<file path="src/rtl/temp_flag_gen_pkg.sv">
// Shared types and defaults for the temperature flag front end:
// band encoding, default thresholds/filter lengths and the sensor fault code.
package temp_pkg;

  typedef enum logic [1:0] {
    FRIO = 2'd0,
    B25  = 2'd1,
    B27  = 2'd2,
    B30  = 2'd3
  } band_t;

  localparam int DEF_TW      = 8;
  localparam int DEF_TH25    = 25;
  localparam int DEF_TH27    = 27;
  localparam int DEF_TH30    = 30;
  localparam int DEF_HYST    = 1;
  localparam int DEF_PERSIST = 4;
  localparam int DEF_DEB     = 16;

  // The sensor reports a fault by sending an all-ones sample of its width.
  function automatic logic is_fault(input logic [31:0] sample, input int width);
    logic [31:0] ones;
    ones = (32'd1 << width) - 32'd1;
    return sample == ones;
  endfunction

endpackage

</file>
<file path="src/rtl/temp_flag_gen_if.sv">
// Sensor-side bundle: strobed temperature sample and raw presence in,
// band flags, debounced presence and sensor error out.
interface temp_flag_gen_if
  import temp_pkg::*;
#(
  parameter int TW = DEF_TW
);

  logic [TW-1:0] temp;
  logic          temp_vld;
  logic          corp_raw;
  logic          t_25;
  logic          t_27;
  logic          t_30;
  logic          t_corp;
  logic          sens_err;

  modport master (
    output temp, temp_vld, corp_raw,
    input  t_25, t_27, t_30, t_corp, sens_err
  );

  modport slave (
    input  temp, temp_vld, corp_raw,
    output t_25, t_27, t_30, t_corp, sens_err
  );

endinterface

</file>
<file path="src/rtl/temp_flag_gen_sync_debounce.sv">
// Two-flop synchronizer followed by a debounce counter; the output only
// follows the input after it has disagreed for DEB consecutive clocks.
module sync_debounce #(
  parameter int DEB = 16
) (
  input  logic clk,
  input  logic reset,
  input  logic raw,
  output logic stable
);

  localparam int CW = $clog2(DEB + 1);

  logic          sync1;
  logic          sync2;
  logic [CW-1:0] cnt;

  // Synchronize, then count clocks of disagreement and toggle on the DEB-th.
  always_ff @(posedge clk or posedge reset) begin
    if (reset) begin
      sync1  <= 1'b0;
      sync2  <= 1'b0;
      cnt    <= '0;
      stable <= 1'b0;
    end else begin
      sync1 <= raw;
      sync2 <= sync1;
      if (sync2 != stable) begin
        if (cnt == CW'(DEB - 1)) begin
          stable <= ~stable;
          cnt    <= '0;
        end else begin
          cnt <= cnt + CW'(1);
        end
      end else begin
        cnt <= '0;
      end
    end
  end

endmodule

</file>
<file path="src/rtl/temp_flag_gen.sv">
// Converts strobed temperature samples into mutually exclusive band flags
// with downward hysteresis and persistence filtering, and debounces presence.
module temp_flag_gen
  import temp_pkg::*;
#(
  parameter int TW      = DEF_TW,
  parameter int TH25    = DEF_TH25,
  parameter int TH27    = DEF_TH27,
  parameter int TH30    = DEF_TH30,
  parameter int HYST    = DEF_HYST,
  parameter int PERSIST = DEF_PERSIST,
  parameter int DEB     = DEF_DEB
) (
  input logic           clk,
  input logic           reset,
  temp_flag_gen_if.slave bus
);

  localparam logic [TW:0] TH25_X = (TW + 1)'(TH25);
  localparam logic [TW:0] TH27_X = (TW + 1)'(TH27);
  localparam logic [TW:0] TH30_X = (TW + 1)'(TH30);
  localparam logic [TW:0] HYST_X = (TW + 1)'(HYST);
  localparam logic [TW:0] LO25   = (TH25_X >= HYST_X) ? TH25_X - HYST_X : '0;
  localparam logic [TW:0] LO27   = (TH27_X >= HYST_X) ? TH27_X - HYST_X : '0;
  localparam logic [TW:0] LO30   = (TH30_X >= HYST_X) ? TH30_X - HYST_X : '0;

  band_t       state;
  band_t       pending;
  band_t       up;
  band_t       cand;
  logic [3:0]  pcnt;
  logic [3:0]  pcnt_nxt;
  logic [TW:0] temp_x;
  logic        fault;

  assign temp_x = {1'b0, bus.temp};
  assign fault  = is_fault(32'(bus.temp), TW);

  // Candidate band: rise straight to the highest reached band, otherwise
  // hold the highest band at or below the current one still within hysteresis.
  always_comb begin
    up = FRIO;
    if (temp_x >= TH25_X) up = B25;
    if (temp_x >= TH27_X) up = B27;
    if (temp_x >= TH30_X) up = B30;
    cand = FRIO;
    if (up > state) begin
      cand = up;
    end else begin
      if (state >= B25 && temp_x >= LO25) cand = B25;
      if (state >= B27 && temp_x >= LO27) cand = B27;
      if (state == B30 && temp_x >= LO30) cand = B30;
    end
  end

  // Next persistence count: extend a run of the same candidate or start anew.
  always_comb begin
    pcnt_nxt = 4'd1;
    if (cand == pending) pcnt_nxt = pcnt + 4'd1;
  end

  // Band FSM: fault samples only flag the error, other samples feed the filter.
  always_ff @(posedge clk or posedge reset) begin
    if (reset) begin
      state    <= FRIO;
      pending  <= FRIO;
      pcnt     <= 4'd0;
      bus.sens_err <= 1'b0;
    end else if (bus.temp_vld) begin
      if (fault) begin
        bus.sens_err <= 1'b1;
      end else begin
        bus.sens_err <= 1'b0;
        if (cand == state) begin
          pcnt <= 4'd0;
        end else begin
          pending <= cand;
          if (pcnt_nxt == 4'(PERSIST)) begin
            state <= cand;
            pcnt  <= 4'd0;
          end else begin
            pcnt <= pcnt_nxt;
          end
        end
      end
    end
  end

  assign bus.t_25 = (state == B25);
  assign bus.t_27 = (state == B27);
  assign bus.t_30 = (state == B30);

  sync_debounce #(
    .DEB(DEB)
  ) u_presence (
    .clk    (clk),
    .reset  (reset),
    .raw    (bus.corp_raw),
    .stable (bus.t_corp)
  );

endmodule

</file>
<file path="src/flat_wrapper.sv">
// flat-port wrapper written by rule: the top's interface ports become plain ports
module temp_flag_gen_flat import temp_pkg::*;
#(
  parameter int TW      = DEF_TW,
  parameter int TH25    = DEF_TH25,
  parameter int TH27    = DEF_TH27,
  parameter int TH30    = DEF_TH30,
  parameter int HYST    = DEF_HYST,
  parameter int PERSIST = DEF_PERSIST,
  parameter int DEB     = DEF_DEB
)
  (clk, reset, bus_temp, bus_temp_vld, bus_corp_raw, bus_t_25, bus_t_27, bus_t_30, bus_t_corp, bus_sens_err);
  temp_flag_gen_if #(.TW(TW)) bus_i ();
  input logic clk;
  input logic reset;
  input wire logic [$bits(bus_i.temp)-1:0] bus_temp;
  input wire logic [$bits(bus_i.temp_vld)-1:0] bus_temp_vld;
  input wire logic [$bits(bus_i.corp_raw)-1:0] bus_corp_raw;
  output wire logic [$bits(bus_i.t_25)-1:0] bus_t_25;
  output wire logic [$bits(bus_i.t_27)-1:0] bus_t_27;
  output wire logic [$bits(bus_i.t_30)-1:0] bus_t_30;
  output wire logic [$bits(bus_i.t_corp)-1:0] bus_t_corp;
  output wire logic [$bits(bus_i.sens_err)-1:0] bus_sens_err;
  assign bus_i.temp = bus_temp;
  assign bus_i.temp_vld = bus_temp_vld;
  assign bus_i.corp_raw = bus_corp_raw;
  assign bus_t_25 = bus_i.t_25;
  assign bus_t_27 = bus_i.t_27;
  assign bus_t_30 = bus_i.t_30;
  assign bus_t_corp = bus_i.t_corp;
  assign bus_sens_err = bus_i.sens_err;
  temp_flag_gen #(.TW(TW), .TH25(TH25), .TH27(TH27), .TH30(TH30), .HYST(HYST), .PERSIST(PERSIST), .DEB(DEB)) u_core (.clk(clk), .reset(reset), .bus(bus_i));
endmodule
</file>
<file path="config.mk">
export PLATFORM = sky130hd
export DESIGN_NAME = temp_flag_gen_flat
export DESIGN_NICKNAME = d
export VERILOG_FILES = /design/src/rtl/temp_flag_gen_pkg.sv /design/src/rtl/temp_flag_gen_if.sv /design/src/rtl/temp_flag_gen_sync_debounce.sv /design/src/rtl/temp_flag_gen.sv /design/src/flat_wrapper.sv
export SDC_FILE = /design/constraint.sdc
export NUM_CORES = 1
export LEC_CHECK = 0
export CORE_MARGIN = 1
export CORE_UTILIZATION = 35
export CTS_BUF_LIST = sky130_fd_sc_hd__clkbuf_2 sky130_fd_sc_hd__clkbuf_4 sky130_fd_sc_hd__clkbuf_8
export DETAILED_ROUTE_END_ITERATION = 10
export PLACE_DENSITY_LB_ADDON = 0.05
export SYNTH_ARGS = -nofsm -noshare
export SYNTH_HDL_FRONTEND = slang
export SYNTH_HIERARCHICAL = 1
export SYNTH_SLANG_ARGS = --single-unit
</file>
<file path="constraint.sdc">
create_clock -name clk -period 2.8 [get_ports clk]
set_clock_uncertainty 0.2 [all_clocks]
set_input_delay 0.56 -clock clk [delete_from_list [all_inputs] [get_ports clk]]
set_output_delay 0.56 -clock clk [all_outputs]
set_load 0.02 [all_outputs]
</file>
## Yosys cells after proc, flatten, opt, wreduce, memory -nomap -nowiden

Cells that the tools add are included.

- Add/subtract/negate cells: 2
- Magnitude comparators: 9
- Equal/unequal tests: 9
- Mux-type cells: 13
- Bitwise gates (word level): 3
- Reduce and logical (&&, ||, !) cells: 7

Operators by type and width:

| operator | count |
|---|---|
| $ge 8x5->1 const B | 6 |
| $mux 4 | 3 |
| $mux 2 | 5 |
| $mux 5 | 2 |
| $eq 8x8->1 const B | 1 |
| $add 5x1->5 const B | 1 |
| $eq 5x4->1 const B | 1 |
| $add 4x1->4 const B | 1 |
| $eq 2x2->1 | 2 |
| $eq 2x2->1 const B | 2 |
| $eq 4x3->1 const B | 1 |
| $reduce_and 2->1 | 2 |
| $reduce_and 4->1 | 1 |
| $logic_and 1x1->1 | 3 |
| $mux 1 | 3 |
| $not 1->1 | 3 |
| $reduce_and 3->1 | 1 |
| $eq 2x1->1 const B | 1 |
| $ge 2x1->1 const B | 1 |
| $ge 2x2->1 const B | 1 |
| $gt 2x2->1 | 1 |
| $ne 1x1->1 | 1 |

- Flip-flop bits (word level): 17
- Bits of input ports: 12
- Output and inout port bits: 5
- Word-level logic and storage cells: 51

## Depth between registers and ports, before layout

- Depth in word-level cells: 11
- Depth in mapped cells: 13
- Mapped depth without buffers: 12

## Hierarchy

Netlist, hierarchy kept.

By module, submodules not included:

| module | instances | cells each | area an instance (um^2) | sequential area each (um^2) |
|---|---|---|---|---|
| temp_flag_gen | 1 | 89 | 798.3 | 225.2 |
| sync_debounce | 1 | 24 | 307.8 | 200.2 |

## Worst setup path after synthesis

OpenSTA, ideal clock, no wires.

- Kind: in2reg
- Start: input bus_temp[6]
- End: register u_core.state[0]
- Setup time: 125 ps
- Arrival: 2727 ps
- Data required time: 2475 ps
- Path slack: -252 ps
- Cell stages on the path: 11
- Buffers on the path: 1
- Cell sequence: nor3_4 o21ai_0 ha_1 and2b_2 o21a_1 and4bb_4 nor3_1 and3b_1 buf_6 nand3_4 mux2_4

- Word-level cells in the longest chain between the ends: 10
- Elaborated cells on any way between the ends: 25
- Those cells by class: 7 x order compare; 4 x eq/ne; 8 x mux; 2 x bitwise; 4 x reduce/logical

Ends and longest elaborated chain:

| item | RTL line | text |
|---|---|---|
| start: declaration | flat_wrapper.sv:16 | `input wire logic [$bits(bus_i.temp)-1:0] bus_temp;` |
| $ge 8x5->1 (on tied branches) | temp_flag_gen.sv:43, temp_flag_gen.sv:50 |  |
| $mux 1 or $logic_and 1x1->1 (tied branches) | temp_flag_gen.sv:43, temp_flag_gen.sv:50 |  |
| $mux 2 or $mux 1 (tied branches) | temp_flag_gen.sv:44, temp_flag_gen.sv:50 |  |
| $mux 2 (on tied branches) | temp_flag_gen.sv:45, temp_flag_gen.sv:51 |  |
| $gt 2x2->1 or $mux 2 (tied branches) | temp_flag_gen.sv:47, temp_flag_gen.sv:52 |  |
| $mux 2 | temp_flag_gen.sv:47 | `if (up > state) begin` |
| $eq 2x2->1 | temp_flag_gen.sv:59 | `if (cand == pending) pcnt_nxt = pcnt + 4'd1;` |
| $mux 4 | temp_flag_gen.sv:59 |  |
| $eq 4x3->1 | temp_flag_gen.sv:78 | `if (pcnt_nxt == 4'(PERSIST)) begin` |
| $reduce_and 4->1 (no line) | - |  |
| end signal: assignment | temp_flag_gen.sv:79 | `state <= cand;` |
| end: declaration | temp_flag_gen.sv:27 | `band_t state;` |

Several ways; a longest one is shown, not always the timed one.
A chain may end at the register's enable or synchronous reset.

## Worst setup path after layout

- Start: input bus_temp[5]
- End: register u_core.state[0]

Same word-level chain as after synthesis.

==> metrics.log <==
[metrics] type of the worst setup path: in2reg
[metrics] count of buffers inserted at the top-level ports: 16
[metrics] required time at the worst-slack endpoint: 2780 ps
[metrics] final core utilization: 0.516
[metrics] final worst-path setup slack: roughly 30 ps
[metrics] Net Switching: 0.432 mW
[metrics] leftover overflow at the end of global routing: 0
[metrics] initial standard-cell utilization of the core: 0.365
[metrics] cell internal pwr: 0.705 mW
[metrics] Fin Setup TNS: 0 ps
[metrics] shortest clock period the worst path allows after layout: between 2000 and 3000 ps
[metrics] total iterations of the first detailed-routing run: 4
[metrics] detailed-route vias per instance: 4.91
[metrics] via count: slightly below 1000
[metrics] non-filler cells, final: 197
[metrics] post-detail-place hpwl: roughly 1.8 mm
[metrics] sequential group share of total power: 0.307
[metrics] Hold WC Path Type: reg2reg
[metrics] post-synthesis cell count: 113
[metrics] synthesized cell area: 1110 um2
[metrics] number of distinct library cells after synthesis: 44
[metrics] placed instance area: approximately 1400 um2
[metrics] Worst setup SP type: input port
[metrics] post-placement setup slack: -768 ps
[metrics] Skew-Pair Late Insertion Delay: slightly below 300 ps
[metrics] Worst Setup End Kind: register
[metrics] final setup violating endpoints: 0
[metrics] part of the cycle the worst path needs: 0.989
[metrics] number of nets with antenna violations after routing: 0
[metrics] height of the die: 58.2 um
[metrics] setup repair after global routing missed its margin: yes
[metrics] Seq/Total Area, Yosys: 0.385
[metrics] Core Footprint: 3030 um2
[metrics] 1st-iter DRT viols: 44
[metrics] ports placed on the boundary: 17
[metrics] count of antenna diodes in the layout: 0
[metrics] number of maximum-capacitance constraint violations: 0
[metrics] routed wire length: 2.44 mm
[metrics] arrival time at the worst endpoint: 2750 ps
[metrics] number of nets in the synthesized netlist: 129
[metrics] maximum number of pins on one net before global-route repair: 10
[metrics] Final Hold Vio Count: 0
[metrics] number of buffers on the longest clock path: 2
[metrics] number of rows in the core area: 20
[metrics] total instance count after detailed placement: between 150 and 200
[metrics] TritonCTS clock tree: yes
[metrics] cell area power density: 727 nW/um2
[metrics] first-pass GRT wire length: 4.15 mm
[metrics] die area: roughly 3400 um2
[metrics] number of buffers added by the clock tree synthesis step: 3
[metrics] residual DRC count: 0
[metrics] clock transition at the registers of the reported paths: approximately 100 ps
[metrics] CTS H-Tree Depth: 1
[metrics] Min Hold Slack: between 150 and 200 ps
[metrics] initial antenna violation count: 0
[metrics] combinational fraction of design power: 0.570
[metrics] sum of internal, switching and leakage power: roughly 1.1 mW
[metrics] Leak Pwr: just over 0.7 nW
[metrics] overall track demand over capacity in global routing: 0.159
[metrics] multi-input logic area: 714 um2
[metrics] post-route design area: 1560 um2
[metrics] die boundary width: 58.2 um
[metrics] largest fanout on the critical path: 5
[metrics] Placer Congestion: 0.713
[metrics] share of total power consumed by net switching: 0.380
[metrics] worst-case headroom to the max-slew limit: 0.764
[metrics] filler cell count: 278
[metrics] Avg Cell Area, Syn: 9.79 um2
[metrics] #FFs+latches synth: 17
[metrics] Max Clock Freq: 0.361 GHz
[metrics] layout cell share with drive strength beyond 1: 0.399
[metrics] FF/Latch Area: 425 um2
[metrics] clock net sink count: 17
[metrics] worst vdd rail ir drop: about 0.39 mV
[metrics] net count reported at finish: 170
[metrics] run status: finished clean
[metrics] Clock Tree Root: clkbuf_4
[metrics] most common cell after layout, fill and taps aside: buf_4
[metrics] average detailed-routed wire length per instance: about 12 um
[metrics] most frequent cells in the layout: buf_4, dfrtp_1, nor2_1
[metrics] transition time of the tightest slew-check pin: 354 ps
[metrics] number of global-route vias before repair: 947
[metrics] Clk pwr share: 0.123
[metrics] count of yosys warnings during synthesis: 6
[metrics] area added between synthesis and finish: 41.3%
[metrics] number of slew-limit violations in the final report: 0
-- synthesized netlist by cell type, drive strengths merged --
cell / instances / area share
a21o: 1 / 0.0068
a21oi: 3 / 0.014
a22oi: 1 / 0.0068
a31oi: 1 / 0.0057
a32oi: 1 / 0.0079
and2: 3 / 0.019
and2b: 1 / 0.0079
and3: 2 / 0.011
and3b: 1 / 0.0079
and4bb: 1 / 0.015
buf: 1 / 0.010
dfrtp: 17 / 0.38
ha: 4 / 0.045
inv: 7 / 0.024
mux2: 3 / 0.034
mux2i: 2 / 0.018
nand2: 8 / 0.027
nand2b: 1 / 0.0079
nand3: 8 / 0.052
nand3b: 1 / 0.018
nand4: 3 / 0.017
nor2: 11 / 0.040
nor2b: 3 / 0.017
nor3: 4 / 0.028
nor3b: 1 / 0.0068
o2111ai: 2 / 0.016
o211a: 1 / 0.0091
o21a: 2 / 0.014
o21ai: 8 / 0.043
o221ai: 1 / 0.0079
o31ai: 2 / 0.014
or3: 1 / 0.010
or3b: 1 / 0.0079
xnor2: 3 / 0.024
xor2: 3 / 0.024
-- worst max-delay path, stage by stage --
cell      delay (ps)
buf_8            100
or3_4            380
nor2_2            90
ha_2             160
and2b_2          220
o21a_4           210
and4bb_4         340
nor3_1            50
and3b_2          280
nand3_4           70
mux2_4           300
-- area by class of cell --
class                      instances  area share
sequential                        17       0.272
inverter                           7      0.0168
timing repair buffer              37       0.199
tap                               44      0.0352
clock buffer                       4      0.0192
multi-input combinational         88       0.457
-- metal layers --
layer	routed length, um	vias up	global-route usage
met4	23	0	0.0714
met2	1170	21	0.256
met5	0	-	0
met3	95	2	0.0201
met1	1150	460	0.213
li1	-	484	-
-- kinds of logic (layout without fill, tap and decap cells) --
group / after synthesis / in the layout / synth area share
adders and majority gates: 4 / 4 / 0.0453
AOI/OAI and AO/OA: 23 / 23 / 0.144
and+or+nand+nor: 50 / 50 / 0.293
buffers and inverters: 8 / 48 / 0.0339
DFF: 17 / 17 / 0.385
muxes: 5 / 5 / 0.0520
xor gates and xnor gates: 6 / 6 / 0.0475
-- power groups by stage --
stage | clock (mW) | combinational, mW | sequential (mW)
final | 0.140 | 0.648 | 0.349
after CTS | 0.147 | 0.595 | 0.346
after global placement | 0 | 0.532 | 0.350
after global routing | 0.158 | 0.698 | 0.358
after detailed placement | 0 | 0.540 | 0.351
after floorplan | 0 | 0.392 | 0.337
-- path summary, 6_finish.rpt --
| check | startpoint | slack (ps) | cells past startpoint | end |
|---|---|---|---|---|
| min in group asynchronous | reset | 350 | 2 | u_core/u_presence/cnt[3]$_DFF_PP0_ |
| max in group asynchronous | reset | 1780 | 2 | u_core/bus.sens_err$_DFFE_PP0P_ |
| worst min register to register | u_core/u_presence/sync1$_DFF_PP0_ | 160 | 0 | u_core/u_presence/sync2$_DFF_PP0_ |
| worst max-delay path | bus_temp[5] | 30 | 11 | u_core/state[0]$_DFFE_PP0P_ |
| worst min-delay path | u_core/u_presence/sync1$_DFF_PP0_ | 160 | 0 | u_core/u_presence/sync2$_DFF_PP0_ |
| worst max register to register | u_core/state[1]$_DFFE_PP0P_ | 200 | 9 | u_core/state[0]$_DFFE_PP0P_ |
-- registers in the layout (all words and copies together), names as in the netlist --
register,flops
u_core/pcnt,4
u_core/u_presence/cnt,5
u_core/pending,2
u_core/bus.sens_err,1
u_core/u_presence/sync1,1
u_core/u_presence/stable,1
u_core/u_presence/sync2,1
u_core/state,2
-- what timing repair did --
| action | in CTS | in global routing |
|---|---|---|
| endpoints found under the setup margin | 8 | 8 |
| hold buffers | 0 | 0 |
| setup buffers | 2 | 2 |
| pin swaps | 10 | 9 |
| gates resized for setup | 46 | 10 |
(Power assumes the default switching activity.)
